File: config.mk
export PLATFORM = sky130hd
export DESIGN_NAME = lsu_rmw
export DESIGN_NICKNAME = d
export VERILOG_FILES = /design/src/rtl/lsu_rmw.sv
export SDC_FILE = /design/constraint.sdc
export NUM_CORES = 1
export LEC_CHECK = 0
export ABC_AREA = 0
export CAP_MARGIN = 25
export CORE_MARGIN = 2
export CORE_UTILIZATION = 25
export DETAILED_ROUTE_END_ITERATION = 10
export GPL_TIMING_DRIVEN = 0
export PLACE_DENSITY_LB_ADDON = 0.12
export SKIP_CTS_REPAIR_TIMING = 1
export SYNTH_ARGS = -nofsm -noshare
export SYNTH_HDL_FRONTEND = slang
export SYNTH_SLANG_ARGS = --single-unit
File: constraint.sdc
create_clock -name CLK -period 3.8 [get_ports CLK]
set_input_delay 0.76 -clock CLK [delete_from_list [all_inputs] [get_ports CLK]]
set_output_delay 0.76 -clock CLK [all_outputs]
set_load 0.02 [all_outputs]
File: src/rtl/lsu_rmw.sv
// Load/store unit for a word-only-write data memory: sub-word stores become
// read-modify-write, sub-word loads are lane-extracted and sign/zero extended.
module lsu_rmw #(
  parameter int BITS_ADDR = 8
) (
  input  logic                 CLK,
  input  logic                 RST_N,
  input  logic                 Req,
  input  logic                 ReqWE,
  input  logic [1:0]           Size,
  input  logic                 Unsigned,
  input  logic [BITS_ADDR-1:0] Addr,
  input  logic [31:0]          StoreData,
  output logic                 Ready,
  output logic                 Done,
  output logic                 Misaligned,
  output logic [31:0]          LoadData,
  output logic [BITS_ADDR-3:0] MemAddr,
  output logic [31:0]          MemWData,
  output logic                 MemWE,
  input  logic [31:0]          MemRData
);

  typedef enum logic [2:0] {IDLE, RD, WR, RESP, ERR} state_t;

  state_t               state_q, state_d;
  logic [BITS_ADDR-1:0] addr_q, addr_d;
  logic [1:0]           size_q, size_d;
  logic                 we_q, we_d;
  logic                 uns_q, uns_d;
  logic [15:0]          sdata_q, sdata_d;
  logic [31:0]          wdata_q, wdata_d;
  logic [31:0]          ldata_q, ldata_d;

  logic                 misal;
  logic [7:0]           rd_byte;
  logic [15:0]          rd_half;
  logic [31:0]          merged;
  logic [31:0]          ext;

  // Lane selection is little-endian within the addressed word.
  always_comb begin
    rd_byte = MemRData[{addr_q[1:0], 3'b000} +: 8];
    rd_half = MemRData[{addr_q[1], 4'b0000} +: 16];
    merged  = MemRData;
    if (size_q == 2'b00) merged[{addr_q[1:0], 3'b000} +: 8] = sdata_q[7:0];
    else                 merged[{addr_q[1], 4'b0000} +: 16] = sdata_q[15:0];
    case (size_q)
      2'b00:   ext = uns_q ? {24'b0, rd_byte} : {{24{rd_byte[7]}}, rd_byte};
      2'b01:   ext = uns_q ? {16'b0, rd_half} : {{16{rd_half[15]}}, rd_half};
      default: ext = MemRData;
    endcase
  end

  always_comb begin
    misal = (Size == 2'b11) || (Size == 2'b01 && Addr[0]) ||
            (Size == 2'b10 && Addr[1:0] != 2'b00);
  end

  always_comb begin
    state_d = state_q;
    addr_d  = addr_q;
    size_d  = size_q;
    we_d    = we_q;
    uns_d   = uns_q;
    sdata_d = sdata_q;
    wdata_d = wdata_q;
    ldata_d = ldata_q;
    case (state_q)
      IDLE: if (Req) begin
        addr_d  = Addr;
        size_d  = Size;
        we_d    = ReqWE;
        uns_d   = Unsigned;
        sdata_d = StoreData[15:0];
        if (misal)                            state_d = ERR;
        else if (!ReqWE)                      state_d = RD;
        else if (Size == 2'b10) begin
          // Whole-word store skips the read and writes StoreData directly.
          wdata_d = StoreData;
          state_d = WR;
        end
        else                                  state_d = RD;
      end
      RD: begin
        if (we_q) begin
          wdata_d = merged;
          state_d = WR;
        end else begin
          ldata_d = ext;
          state_d = RESP;
        end
      end
      WR:      state_d = RESP;
      RESP:    state_d = IDLE;
      ERR:     state_d = IDLE;
      default: state_d = IDLE;
    endcase
  end

  always_ff @(posedge CLK or negedge RST_N) begin
    if (!RST_N) begin
      state_q <= IDLE;
      addr_q  <= '0;
      size_q  <= 2'b00;
      we_q    <= 1'b0;
      uns_q   <= 1'b0;
      sdata_q <= '0;
      wdata_q <= '0;
      ldata_q <= '0;
    end else begin
      state_q <= state_d;
      addr_q  <= addr_d;
      size_q  <= size_d;
      we_q    <= we_d;
      uns_q   <= uns_d;
      sdata_q <= sdata_d;
      wdata_q <= wdata_d;
      ldata_q <= ldata_d;
    end
  end

  // Write enable decodes the state register only, so reset kills it at once.
  assign MemWE      = (state_q == WR);
  assign Ready      = (state_q == IDLE);
  assign Done       = (state_q == RESP) || (state_q == ERR);
  assign Misaligned = (state_q == ERR);
  assign LoadData   = ldata_q;
  assign MemAddr    = addr_q[BITS_ADDR-1:2];
  assign MemWData   = wdata_q;

endmodule

-- Word-level counts from Yosys, hierarchy flattened
Cells that the tools add are included.
- register bits: 95
- input bits: 79
- output and inout port bits: 74
- word-level logic and storage cells: 60
- add/sub/neg operators: 2
- equality and inequality tests: 13
- shift operators: 6
- multiplexer cells: 18
- bitwise gates (word level): 1
- reduce and logical (&&, ||, !) cells: 12
- operators with widths (operator ; number):
    $mux 32 ; 8
    $pmux 32 s2 ; 2
    $bwmux 32 ; 2
    $shift 16x7->32 const A ; 1
    $shift 8x7->32 const A ; 1
    $shiftx 16x7->32 ; 1
    $shiftx 32x6->16 ; 1
    $shiftx 32x6->8 ; 1
    $shiftx 8x7->32 ; 1
    $neg 5->7 ; 2
    $pmux 3 s3 ; 1
    $ne 2x2->1 const B ; 4
    $eq 3x2->1 const B ; 2
    $mux 3 ; 2
    $reduce_and 6->1 ; 1
    $eq 2x1->1 const B ; 2
    $eq 2x2->1 const B ; 2
    $mux 2 ; 2
    $reduce_and 2->1 ; 2
    $reduce_bool 2->1 ; 2
    $eq 3x1->1 const B ; 1
    $eq 3x3->1 const B ; 1
    $logic_not 3->1 ; 1
    $logic_or 1x1->1 ; 3
    5 further kinds ; 6

-- Depth between registers and ports, before layout
- depth in word-level cells: 7
- gate-level depth with buffers: 11
- depth with buffers taken out: 6

-- Least setup slack after synthesis
No wires, ideal clock.
- path type: flip-flop to flip-flop
- start point: register addr_q[1]
- end point: register wdata_q[22] (netlist: MemWData[22])
- setup time: 79 ps
- arrival: 2587 ps
- data required time: 3721 ps
- path slack: 1134 ps
- cell stages (with the launch flop): 12
- path buffers: 5
- period minus slack after synthesis: 2666 ps
- cell sequence: dfrtp_1 buf_2 buf_2 buf_2 inv_1 ha_1 or3b_2 clkbuf_1 clkbuf_1 nor3_1 o22ai_1 mux2i_1
- cells in the longest elaborated chain, start to end: 6
- elaborated cells between the ends (all ways): 11
- classes of those cells: add/sub (2); shift (4); mux (5)
- RTL lines (item ; line ; RTL):
    start, declared ; 27 ; logic [BITS_ADDR-1:0] addr_q, addr_d;
    start signal, assigned ; 113 ; addr_q <= addr_d;
    $neg 5->7 (on tied branches) ; 47, 46 ;
    $shiftx 16x7->32, or another cell as far along ; 47 ; else merged[{addr_q[1], 4'b0000} +: 16] = sdata_q[15:0];
    $bwmux 32 (on tied branches) ; 47, 46 ;
    $mux 32 * ; 46 ; if (size_q == 2'b00) merged[{addr_q[1:0], 3'b000} +: 8] = sdata_q[7:0];
    $mux 32 * ; 86 ; if (we_q) begin
    $pmux 32 s2 * ; 69 ; case (state_q)
    end signal, assigned ; 118 ; wdata_q <= wdata_d;
    end, declared ; 32 ; logic [31:0] wdata_q, wdata_d;
Every way passes the cells marked *; elsewhere a longest branch is shown, timed or not. The select of a mux whose other input is x is not followed.
A chain may end at the register's enable or synchronous reset.

-- Worst setup path in the final report
Same ends and word-level chain as after synthesis.

==> impl_metrics.json <==
{
  "status": "finished clean",
  "grt_pass1_vias": 5624,
  "drt_iter0_drc": 368,
  "synth_nets": 696,
  "worst_pin_slew_ns": 0.756,
  "antenna_found_initial": 0,
  "postSynthAreaPerCell_um2": 9.60,
  "hold_viol": 0,
  "critPathKind": "reg2reg",
  "clock_skew_ns": 0.00759,
  "crit_path_end_kind": "register",
  "leakagePower_nw": 3.21,
  "grt_start_max_net_pins": 56,
  "num_rows": 56,
  "synth_edf_count": 0,
  "required_ns": 4.08,
  "internal_power_mw": 3.91,
  "switching_share": 0.445,
  "viasPerCell": 5.09,
  "synthTopCellsByArea": "dfrtp_1, mux2_2, mux2i_1, nand3_1, nand2_1",
  "max-vdd-ir-drop_uv": 288,
  "yosysTopAreaCellShare": 0.405,
  "comb_power_share": 0.581,
  "globalRouteTotalUtil": 0.190,
  "grt_pass1_wl_um": 34700,
  "numCtsBuffers": 9,
  "fp.dieW_um": 157,
  "fin_nets": 860,
  "slew_viol_final": 0,
  "maxSlewHeadroom": 0.496,
  "cts.sinks": 95,
  "synth.cell_area_um2": 5880,
  "yosysSeqAreaShare": 0.405,
  "synth_cell_types": 49,
  "cts_buffer_depth": 2,
  "clkSlewWorstSetupHoldPaths_ns": 0.07,
  "cts_tree": "built",
  "h-tree-depth": 3,
  "vias": 5604,
  "final-setup-viol-count": 0,
  "drt_pass1_iterations": 5,
  "power.density_nw_per_um2": 868,
  "place_congestion": 0.877,
  "worstSetupStartpointType": "register",
  "diodes": 0,
  "finalSetupTns_ns": 0,
  "cp_slowest_cell": "or3b_2",
  "period_share": 0.889,
  "clock_power_share": 0.140,
  "holdCritPathClass": "in2async",
  "start_util": 0.253,
  "area_growth_pct": 38.3,
  "drc": 0,
  "insertion_delay_ns": 0.35,
  "ys_ff_latch": 95,
  "critical_path.most_common_cell": "buf_2",
  "crit_chain": "buf_2 -> buf_2 -> buf_2 -> inv_1 -> ha_1 -> or3b_2 -> clkbuf_1 -> clkbuf_1 -> nor3_1 -> o22ai_1 -> mux2i_1",
  "synth_flop_cell": "dfrtp_1",
  "portBuffers": 152,
  "cts_root_buf": "clkbuf_16",
  "path_max_fanout": 10,
  "die_area_um2": 24700,
  "cp.arrival_ns": 3.66,
  "synthArstFlopShare": 1.00,
  "grt.overflow.total": 0,
  "rsz0062_at_grt": "no",
  "critPathMaxStageDelay_ns": 0.47,
  "core-area_um2": 23300,
  "post-route-min-period_ns": 3.38,
  "place_hpwl_um": 17900,
  "yosysTopAreaCell": "dfrtp_1",
  "seq_power_share": 0.279,
  "final_cell_mix": "clkdlybuf4s50_1, dfrtp_1, mux2_2, nand3_1, nand2_1",
  "fillers": 2471,
  "rr_worst_depth": 11,
  "cp_top_family": "buffers and inverters",
  "detail-route-antenna-nets": 0,
  "wl_um": 23100,
  "p_total_mw": 7.05,
  "p_switching_mw": 3.14,
  "wl_per_cell_um": 21.0,
  "max_clock_freq_mhz": 296,
  "ios": 153,
  "mostFrequentLayoutCell": "clkdlybuf4s50_1",
  "drive_gt1_frac": 0.133,
  "die_h_um": 157,
  "cp_num_cells": 11,
  "path_buf_inv": 6,
  "yosysWarnings": 0,
  "drv_cap": 0,
  "synth_cells": 612
}
[power by group through the flow]
stage	registers, mW	clock network [mW]	logic (mW)
floorplan	2.20	0	2.18
global placement	1.97	0	4.05
detailed placement	1.99	0	4.10
CTS	1.97	1.02	4.12
global route	2.02	1.07	4.44
finish	1.97	0.988	4.10
[per-layer routing]
metal / global-route usage / vias to the layer above / share of wire
met3: 0.0292 / 37 / 0.054
met4: 0.0727 / 0 / 0.026
li1: - / 2565 / -
met2: 0.297 / 211 / 0.46
met1: 0.264 / 2791 / 0.46
met5: 0 / - / 0
[sequential cells by signal (all words and copies together), names as in the netlist]
signal	flops
sdata_q	16
state_q	3
we_q	1
addr_q	8
uns_q	1
MemWData	32
LoadData	32
size_q	2
[final cells by class]
cell class,count,area [um^2],area share
Sequential cell,95,2380,0.292
Clock inverter,7,87.6,0.0108
Clock buffer,9,225,0.0277
Timing Repair Buffer,153,1540,0.189
Tap cell,319,399,0.0491
Multi-Input combinational cell,435,3130,0.385
Buffer,58,279,0.0343
Inverter,24,90.1,0.0111
[final timing paths]
check / from / to / slack [ns]
hold reg to reg: LoadData[17] / LoadData[17] / 0.49
max in group asynchronous: RST_N / sdata_q[4] / 2.62
setup reg to reg: addr_q[1] / MemWData[22] / 0.42
min in group CLK: LoadData[17] / LoadData[17] / 0.49
hold / removal: RST_N / addr_q[6] / 0.47
setup / recovery: addr_q[1] / MemWData[22] / 0.42
[worst reg2reg max path: cells and delay by family (launching register included)]
family	cells	cell delay, ns
buffers and inverters	6	1.57
multiplexers	1	0.13
adder cells (fa/ha/maj)	1	0.36
AO/OA/AOI/OAI	1	0.12
AND/OR/NAND/NOR	2	0.75
flip-flops	1	0.38
[metrics by stage]
stage / util / hold slack, ns / std cells / area (um^2) / setup slack [ns]
final: 0.349 / 0.471 / 1100 / 8130 / 0.421
after global routing: 0.349 / 0.520 / 1100 / 8130 / 0.179
after floorplan: - / 0.464 / 612 / 5880 / 1.13
after CTS: 0.349 / 0.499 / 1100 / 8130 / 0.422
after global placement: 0.335 / 0.480 / 1083 / 7800 / -1.79
after detailed placement: 0.336 / 0.483 / 1084 / 7820 / 0.449
[logic make-up after synthesis]
group | share of synthesized area
fa+ha+maj | 0.0106
compound gates | 0.168
mux | 0.193
simple gates | 0.161
buf+inv | 0.0628
flops | 0.405
[Yosys cell counts (9+ instances only)]
master / instances
o22ai_1: 18
buf_2: 16
clkbuf_1: 30
o21ai_0: 13
mux2i_1: 47
nor3_1: 10
nand2_1: 49
nor3b_1: 10
nor2b_1: 19
inv_1: 24
nand3_1: 52
mux2_2: 53
a211o_1: 16
a21oi_1: 28
a22o_1: 9
a211oi_1: 10
nor2_1: 30
dfrtp_1: 95
(Power assumes the default switching activity.)
